$ cat src/rtl/sort_pkg.sv
// -----------------------------------------------------------------------------
// sort_pkg
// Shared helpers for the odd-even transposition sorting network.
//   CMP_W       : width that compare operands are extended to before the
//                 compare; elements must be strictly narrower than this.
//   stage_base  : first "lo" index of the pairs formed in a given stage
//                 (0 for even stages, 1 for odd stages).
//   cmp_swap    : swap decision for one (lo,hi) pair.
// -----------------------------------------------------------------------------
package sort_pkg;

  localparam int unsigned CMP_W = 64;

  function automatic int unsigned stage_base(input int unsigned stage);
    return stage % 2;
  endfunction

  // Operands arrive already sign- or zero-extended to CMP_W, so a single
  // full-width compare serves both modes. Equal keys never swap.
  function automatic logic cmp_swap(input logic [CMP_W-1:0] a,
                                    input logic [CMP_W-1:0] b,
                                    input logic             desc,
                                    input logic             signed_mode);
    logic a_gt_b;
    logic a_lt_b;
    if (signed_mode) begin
      a_gt_b = $signed(a) > $signed(b);
      a_lt_b = $signed(a) < $signed(b);
    end else begin
      a_gt_b = a > b;
      a_lt_b = a < b;
    end
    return desc ? a_lt_b : a_gt_b;
  endfunction

endpackage

$ cat src/rtl/sort_cmp_swap_cell.sv
// -----------------------------------------------------------------------------
// sort_cmp_swap_cell
// Combinational compare-exchange of one element pair.
//   a_i, b_i : elements at the lower / higher index of the pair
//   desc_i   : 0 = ascending (smaller to lo), 1 = descending (larger to lo)
//   lo_o     : element for the lower index
//   hi_o     : element for the higher index
// Elements are only routed, never modified.
// -----------------------------------------------------------------------------
module sort_cmp_swap_cell
  import sort_pkg::*;
#(
  parameter int unsigned SIZE_DATA  = 8,
  parameter bit          SIGNED_CMP = 1'b0
) (
  input  logic [SIZE_DATA-1:0] a_i,
  input  logic [SIZE_DATA-1:0] b_i,
  input  logic                 desc_i,
  output logic [SIZE_DATA-1:0] lo_o,
  output logic [SIZE_DATA-1:0] hi_o
);

  localparam int unsigned PAD = CMP_W - SIZE_DATA;

  logic [CMP_W-1:0] a_ext;
  logic [CMP_W-1:0] b_ext;
  logic             swap;

  // Sign-extend in signed mode, zero-extend otherwise.
  assign a_ext = {{PAD{SIGNED_CMP & a_i[SIZE_DATA-1]}}, a_i};
  assign b_ext = {{PAD{SIGNED_CMP & b_i[SIZE_DATA-1]}}, b_i};
  assign swap  = cmp_swap(a_ext, b_ext, desc_i, SIGNED_CMP);

  assign lo_o = swap ? b_i : a_i;
  assign hi_o = swap ? a_i : b_i;

endmodule

$ cat src/rtl/sort_net_pipe.sv
// -----------------------------------------------------------------------------
// sort_net_pipe
// NUM_ELEM-stage registered odd-even transposition sorting network, one
// vector per cycle, per-vector ascending/descending order, global stall.
//   i_clk, i_rst_n : clock, asynchronous active-low reset
//   i_valid/o_ready: input handshake (o_ready = !o_valid | i_ready)
//   i_desc         : order flag of the input vector (1 = descending)
//   i_data         : input vector, element k at [k*SIZE_DATA +: SIZE_DATA]
//   o_valid/i_ready: output handshake
//   o_desc         : order flag travelling with the output vector
//   o_data         : sorted vector, same packing
// -----------------------------------------------------------------------------
module sort_net_pipe
  import sort_pkg::*;
#(
  parameter int unsigned SIZE_DATA  = 8,
  parameter int unsigned NUM_ELEM   = 4,
  parameter bit          SIGNED_CMP = 1'b0
) (
  input  logic                          i_clk,
  input  logic                          i_rst_n,
  input  logic                          i_valid,
  output logic                          o_ready,
  input  logic                          i_desc,
  input  logic [NUM_ELEM*SIZE_DATA-1:0] i_data,
  output logic                          o_valid,
  input  logic                          i_ready,
  output logic                          o_desc,
  output logic [NUM_ELEM*SIZE_DATA-1:0] o_data
);

  typedef logic [NUM_ELEM-1:0][SIZE_DATA-1:0] vec_t;

  vec_t                stage_in [NUM_ELEM];
  vec_t                data_d   [NUM_ELEM];
  vec_t                data_q   [NUM_ELEM];
  logic [NUM_ELEM-1:0] valid_d;
  logic [NUM_ELEM-1:0] valid_q;
  logic [NUM_ELEM-1:0] desc_d;
  logic [NUM_ELEM-1:0] desc_q;
  logic                en;

  // A full output slot that downstream refuses freezes the whole pipe.
  assign en      = !o_valid | i_ready;
  assign o_ready = en;

  // Bit s of desc_d/valid_d is what stage s captures on an enabled edge.
  assign valid_d = {valid_q[NUM_ELEM-2:0], i_valid};
  assign desc_d  = {desc_q[NUM_ELEM-2:0], i_desc};

  for (genvar s = 0; s < NUM_ELEM; s++) begin : g_stage
    localparam int BASE = int'(stage_base(s));

    if (s == 0) begin : g_first
      assign stage_in[s] = i_data;
    end else begin : g_next
      assign stage_in[s] = data_q[s-1];
    end

    for (genvar k = 0; k < NUM_ELEM; k++) begin : g_elem
      localparam bit IS_LO = (k >= BASE) && (((k - BASE) % 2) == 0) &&
                             (k + 1 < NUM_ELEM);
      localparam bit IS_HI = (k >= BASE + 1) && (((k - 1 - BASE) % 2) == 0);

      if (IS_LO) begin : g_pair
        sort_cmp_swap_cell #(
          .SIZE_DATA (SIZE_DATA),
          .SIGNED_CMP(SIGNED_CMP)
        ) u_cell (
          .a_i   (stage_in[s][k]),
          .b_i   (stage_in[s][k+1]),
          .desc_i(desc_d[s]),
          .lo_o  (data_d[s][k]),
          .hi_o  (data_d[s][k+1])
        );
      end else if (!IS_HI) begin : g_pass
        // Unpaired element in this stage: carried through unchanged.
        assign data_d[s][k] = stage_in[s][k];
      end
    end
  end

  // Stage registers: all stages shift together when enabled.
  always_ff @(posedge i_clk or negedge i_rst_n) begin
    if (!i_rst_n) begin
      valid_q <= '0;
      desc_q  <= '0;
      for (int s = 0; s < NUM_ELEM; s++) data_q[s] <= '0;
    end else if (en) begin
      valid_q <= valid_d;
      desc_q  <= desc_d;
      for (int s = 0; s < NUM_ELEM; s++) data_q[s] <= data_d[s];
    end
  end

  assign o_valid = valid_q[NUM_ELEM-1];
  assign o_desc  = desc_q[NUM_ELEM-1];
  assign o_data  = data_q[NUM_ELEM-1];

endmodule

$ cat config.mk
export PLATFORM = sky130hd
export DESIGN_NAME = sort_net_pipe
export DESIGN_NICKNAME = d
export VERILOG_FILES = /design/src/rtl/sort_pkg.sv /design/src/rtl/sort_cmp_swap_cell.sv /design/src/rtl/sort_net_pipe.sv
export SDC_FILE = /design/constraint.sdc
export NUM_CORES = 1
export LEC_CHECK = 0
export BUFFER_PORTS_ARGS = -buffer_cell sky130_fd_sc_hd__buf_4
export CORE_MARGIN = 2
export CORE_UTILIZATION = 50
export CTS_BUF_LIST = sky130_fd_sc_hd__clkbuf_8
export DETAILED_ROUTE_END_ITERATION = 8
export PLACE_DENSITY = 0.77
export RECOVER_POWER = 50
export REMOVE_ABC_BUFFERS = 1
export SLEW_MARGIN = 20
export SYNTH_ARGS = -nofsm -noshare
export SYNTH_HDL_FRONTEND = slang
export SYNTH_SLANG_ARGS = --single-unit
$ cat constraint.sdc
create_clock -name i_clk -period 1.94 [get_ports i_clk]
set_clock_uncertainty 0.1 [all_clocks]
set_input_delay 0.194 -clock i_clk [delete_from_list [all_inputs] [get_ports i_clk]]
set_output_delay 0.194 -clock i_clk [all_outputs]
set_load 0.02 [all_outputs]
==> metrics.md <==
| Metric | Value |
|---|---|
| Initial DRC Count | 462 |
| Antenna diode instance count | 0 |
| Number of CTS-inserted buffers | 17 |
| Actual transition at the worst max-transition pin | 0.839 ns |
| Cells along the critical path | inv_1 -> ha_1 -> nor2b_1 -> o211ai_1 -> a211oi_2 -> buf_4 -> a311oi_4 -> buf_6 -> mux2i_1 |
| Proportion of layout cells with a drive suffix above 1 | 27.2% |
| Clock Pin Slew Worst Setup and Hold Paths | 0.07 ns |
| Type of origin of the critical path | register |
| Worst setup slack for register-to-register paths | -0.26 ns |
| Synthesized area divided by synthesized cell count | 8.93 um2 |
| Top flip-flop cell by instance count after synthesis | sky130_fd_sc_hd__dfrtp_1 |
| Post-Route Hold Slack | 0.0522 ns |
| Row cnt | 46 |
| Total global-route track usage | 23.0% |
| Share of async-settable or async-resettable flops after synthesis | 100% |
| Number of warnings issued by yosys | 0 |
| TritonCTS clock tree | done |
| Root buffer cell | sky130_fd_sc_hd__clkbuf_8 |
| Maximum root-to-sink buffer count | 2 |
| I/O Buffers | 71 |
| Max Cap Violations | 0 |
| Reg2Reg Depth | 9 |
| Post-layout net count | 1143 |
| Clock latency reported for the late side of the worst-skew pair | 0.46 ns |
| Cell area after synthesis | 8090 um2 |
| Die Area | 17200 um2 |
| Final setup viols | 64 |
| Max VDD drop | 0.000788 V |
| Arrival time reported for the critical path endpoint | 2.48 ns |
| Net switching power | 8.00 mW |
| Power per unit of standard cell area | 1860 nW/um2 |
| Switching power share of the total | 41.7% |
| Detailed-route via count | 6954 |
| Endpoint, Worst Hold | data_q[112] |
| Max Clk Rate | 455 MHz |
| Total wirelength of the detailed-routed design | 19900 um |
| Placed wire-length estimate after detailed placement | 13800 um |
| Violated checks | negative setup slack |
| Final Max Tran Viols | 0 |
| Relative contribution of combinational cells to total power | 61.4% |
| Critical path type | reg -> reg |
| Tot Pwr | 19.2 mW |
| Critical path endpoint category | register |
| First-pass GRT wire length | 32400 um |
| Critical Path Max Stage Delay | 0.38 ns |
| DR DRC count | 0 |
| Final period util | 113% |
| CTS Sinks | 136 |
| Portion of total power attributed to sequential cells | 27.0% |
| Initial antenna violation count | 0 |
| Signed area change from the synthesized netlist to the final layout | 27.7% |
| Worst reg2reg path endpoint | data_q[77] |
| Share of power burned in the clock network | 11.6% |
| Maximum fanout encountered on the critical timing path | 5 |
| Residual antenna-violating net count after detailed routing | 0 |
| Outcome | complete, but fails checks |
| Number of synthesized flops with an enable pin | 0 |
| Reg-to-reg critical path startpoint | data_q[113] |
| Number of cells traversed by the worst hold path | 4 |
| Gate count of the mapped netlist | 906 |
| Global placer's final weighted congestion | 0.888 |
| Die height | 131 um |
| PnR worst setup slack | -0.260 ns |
| Post-synthesis register bit count | 136 |
| Proportion of synthesized chip area in sequential cells | 42.0% |
| Die width | 131 um |
| Count of distinct cell types in the synthesized netlist | 28 |
| Worst hold path startpoint | i_data[24] |
| Internal power component | 11.2 mW |
| Setup repair after global routing missed its margin | yes |
| Fillers | 1247 |
| Post-layout min period | 2.20 ns |
| Via density per instance | 5.41 |
| Library cell contributing the largest single delay on the critical path | sky130_fd_sc_hd__dfrtp_1 |
| Worst endpoint required time | 2.22 ns |
| Global route total overflow | 0 |
| Initial cell density of the core | 51.1% |
| Core area | 15800 um2 |
| Count of boundary I/O pins | 72 |
| Average wire length per cell after detail routing | 15.5 um |
| Detailed Routing Iterations Pass 1 | 5 |
| Via count of the first global-routing pass | 6758 |
| Final Hold Violating Endpoints | 0 |
| Maximum number of pins on one net before global-route repair | 72 |
| CTS H-tree lvls | 4 |
| Remaining max-slew budget at the tightest pin | 44.1% |
| Min-delay worst type | in -> reg |
| Static Leak | 5.13 nW |
[cells by family (layout without fill, tap and decap cells)]
kind of cell / Yosys count / after routing / share of synthesized area (%)
adder cells (fa/ha/maj): 48 / 48 / 7.42
multiplexers: 96 / 96 / 11.9
flip-flops: 136 / 136 / 42.0
AO/OA/AOI/OAI: 262 / 262 / 17.7
AND/OR/NAND/NOR: 228 / 228 / 12.8
buffers and inverters: 136 / 300 / 8.15
[cells in the mapped netlist, drive strengths merged (6+ instances only)]
cell / instances / area, um2
dfrtp: 136 / 3400
o211ai: 6 / 45.0
mux2i: 96 / 961
a21o: 7 / 52.6
nor2: 54 / 203
nand2: 103 / 387
and2: 48 / 300
ha: 48 / 601
buf: 49 / 333
a211oi: 11 / 82.6
o21ai: 17 / 85.1
nand4: 12 / 75.1
clkbuf: 35 / 131
nor2b: 7 / 43.8
a21oi: 208 / 1040
inv: 52 / 195
[sequential cells by signal, summed over array words and instances, names as in the netlist]
register	count
o_data	32
data_d	32
desc_q	4
data_q	64
valid_q	4
[through the flow]
step	instance area (um2)	cells	setup slack, ns	TNS, ns	utilization [%]
floorplan	7630	822	-13.83	-1854.27	-
CTS	10100	1270	-0.208	-5.00	63.9
global route	10300	1286	-0.351	-14.47	65.3
finish	10300	1286	-0.260	-8.27	65.3
detailed placement	9400	1222	-0.276	-8.74	59.4
global placement	9400	1222	-0.216	-4.83	59.4
[critical path, delay by kind of cell (launching register included)]
kind            cells  cell delay, ns
fa+ha+maj           1            0.23
mux                 1            0.18
flops               1            0.38
buf+inv             3            0.43
compound gates      3            0.67
simple gates        1            0.13
[area by class of cell]
class                   count  area, um2  area share (%)
clock buffers              22        303            2.93
flip-flops and latches    136       3400            32.9
inverters                  52        195            1.89
repair buffers            217       1730            16.8
clock inverters             9       73.8           0.714
multi-input cells         634       4350            42.1
well taps                 216        270            2.62
[how the worst max path moves through the flow]
stage | startpoint | endpoint | slack [ns] | cells past startpoint
2_1_floorplan | valid_q[3] | data_q[73] | -13.83 | 5
6_report | data_q[113] | data_q[77] | -0.26 | 9
4_1_cts | data_q[110] | data_q[77] | -0.21 | 7
5_1_grt | data_q[113] | data_q[79] | -0.35 | 9
3_5_place_dp | data_q[110] | data_q[84] | -0.28 | 6
3_3_place_gp | data_q[111] | data_q[87] | -0.22 | 6
[power by group through the flow]
stage	registers, mW	clock network, mW	logic [mW]
floorplan	5.08	0	4.47
global placement	5.06	0	9.74
detailed placement	5.11	0	10.1
CTS	5.11	2.27	11.1
global route	5.31	2.39	12.8
finish	5.18	2.23	11.8
[cells in the final DEF, fill, tap and decap left out, types with 2 or more instances in the layout]
master and instances:
sky130_fd_sc_hd__a211oi_2 5, sky130_fd_sc_hd__inv_1 40, sky130_fd_sc_hd__a211oi_1 4, sky130_fd_sc_hd__buf_12 6, sky130_fd_sc_hd__clkbuf_4 2, sky130_fd_sc_hd__o21ai_1 2
sky130_fd_sc_hd__ha_4 15, sky130_fd_sc_hd__buf_6 8, sky130_fd_sc_hd__dlygate4sd3_1 2, sky130_fd_sc_hd__nor2_1 54, sky130_fd_sc_hd__nand2_1 103, sky130_fd_sc_hd__and2_1 48
sky130_fd_sc_hd__o21ai_0 15, sky130_fd_sc_hd__buf_4 197, sky130_fd_sc_hd__dfrtp_1 136, sky130_fd_sc_hd__nor2b_1 4, sky130_fd_sc_hd__nor2b_4 3, sky130_fd_sc_hd__o211ai_1 6
sky130_fd_sc_hd__clkinv_2 5, sky130_fd_sc_hd__o211a_1 5, sky130_fd_sc_hd__a21oi_1 208, sky130_fd_sc_hd__mux2i_1 95, sky130_fd_sc_hd__ha_1 33, sky130_fd_sc_hd__nand4_1 12
sky130_fd_sc_hd__a211oi_4 2, sky130_fd_sc_hd__clkbuf_8 22, sky130_fd_sc_hd__clkinvlp_4 2, sky130_fd_sc_hd__a211o_4 2, sky130_fd_sc_hd__inv_2 13, sky130_fd_sc_hd__a211o_1 3
sky130_fd_sc_hd__clkbuf_2 2, sky130_fd_sc_hd__a21o_1 7
[routing by layer]
metal | wire, um | track usage [%] | vias up
met5 | 0 | 0 | -
met4 | 521 | 8.33 | 0
met3 | 901 | 4.75 | 47
met2 | 9710 | 38.4 | 189
met1 | 8800 | 29.6 | 3322
li1 | - | - | 3396
[what timing repair did]
action                                 CTS  global route
setup buffers                           11            16
gates resized for setup                 44            21
hold buffers                             2             0
gates cloned                             4             0
setup endpoints to repair               65            65
pin swaps                               26            21
endpoints found under the hold margin  137             0
Power figures use the tool's default switching activity.
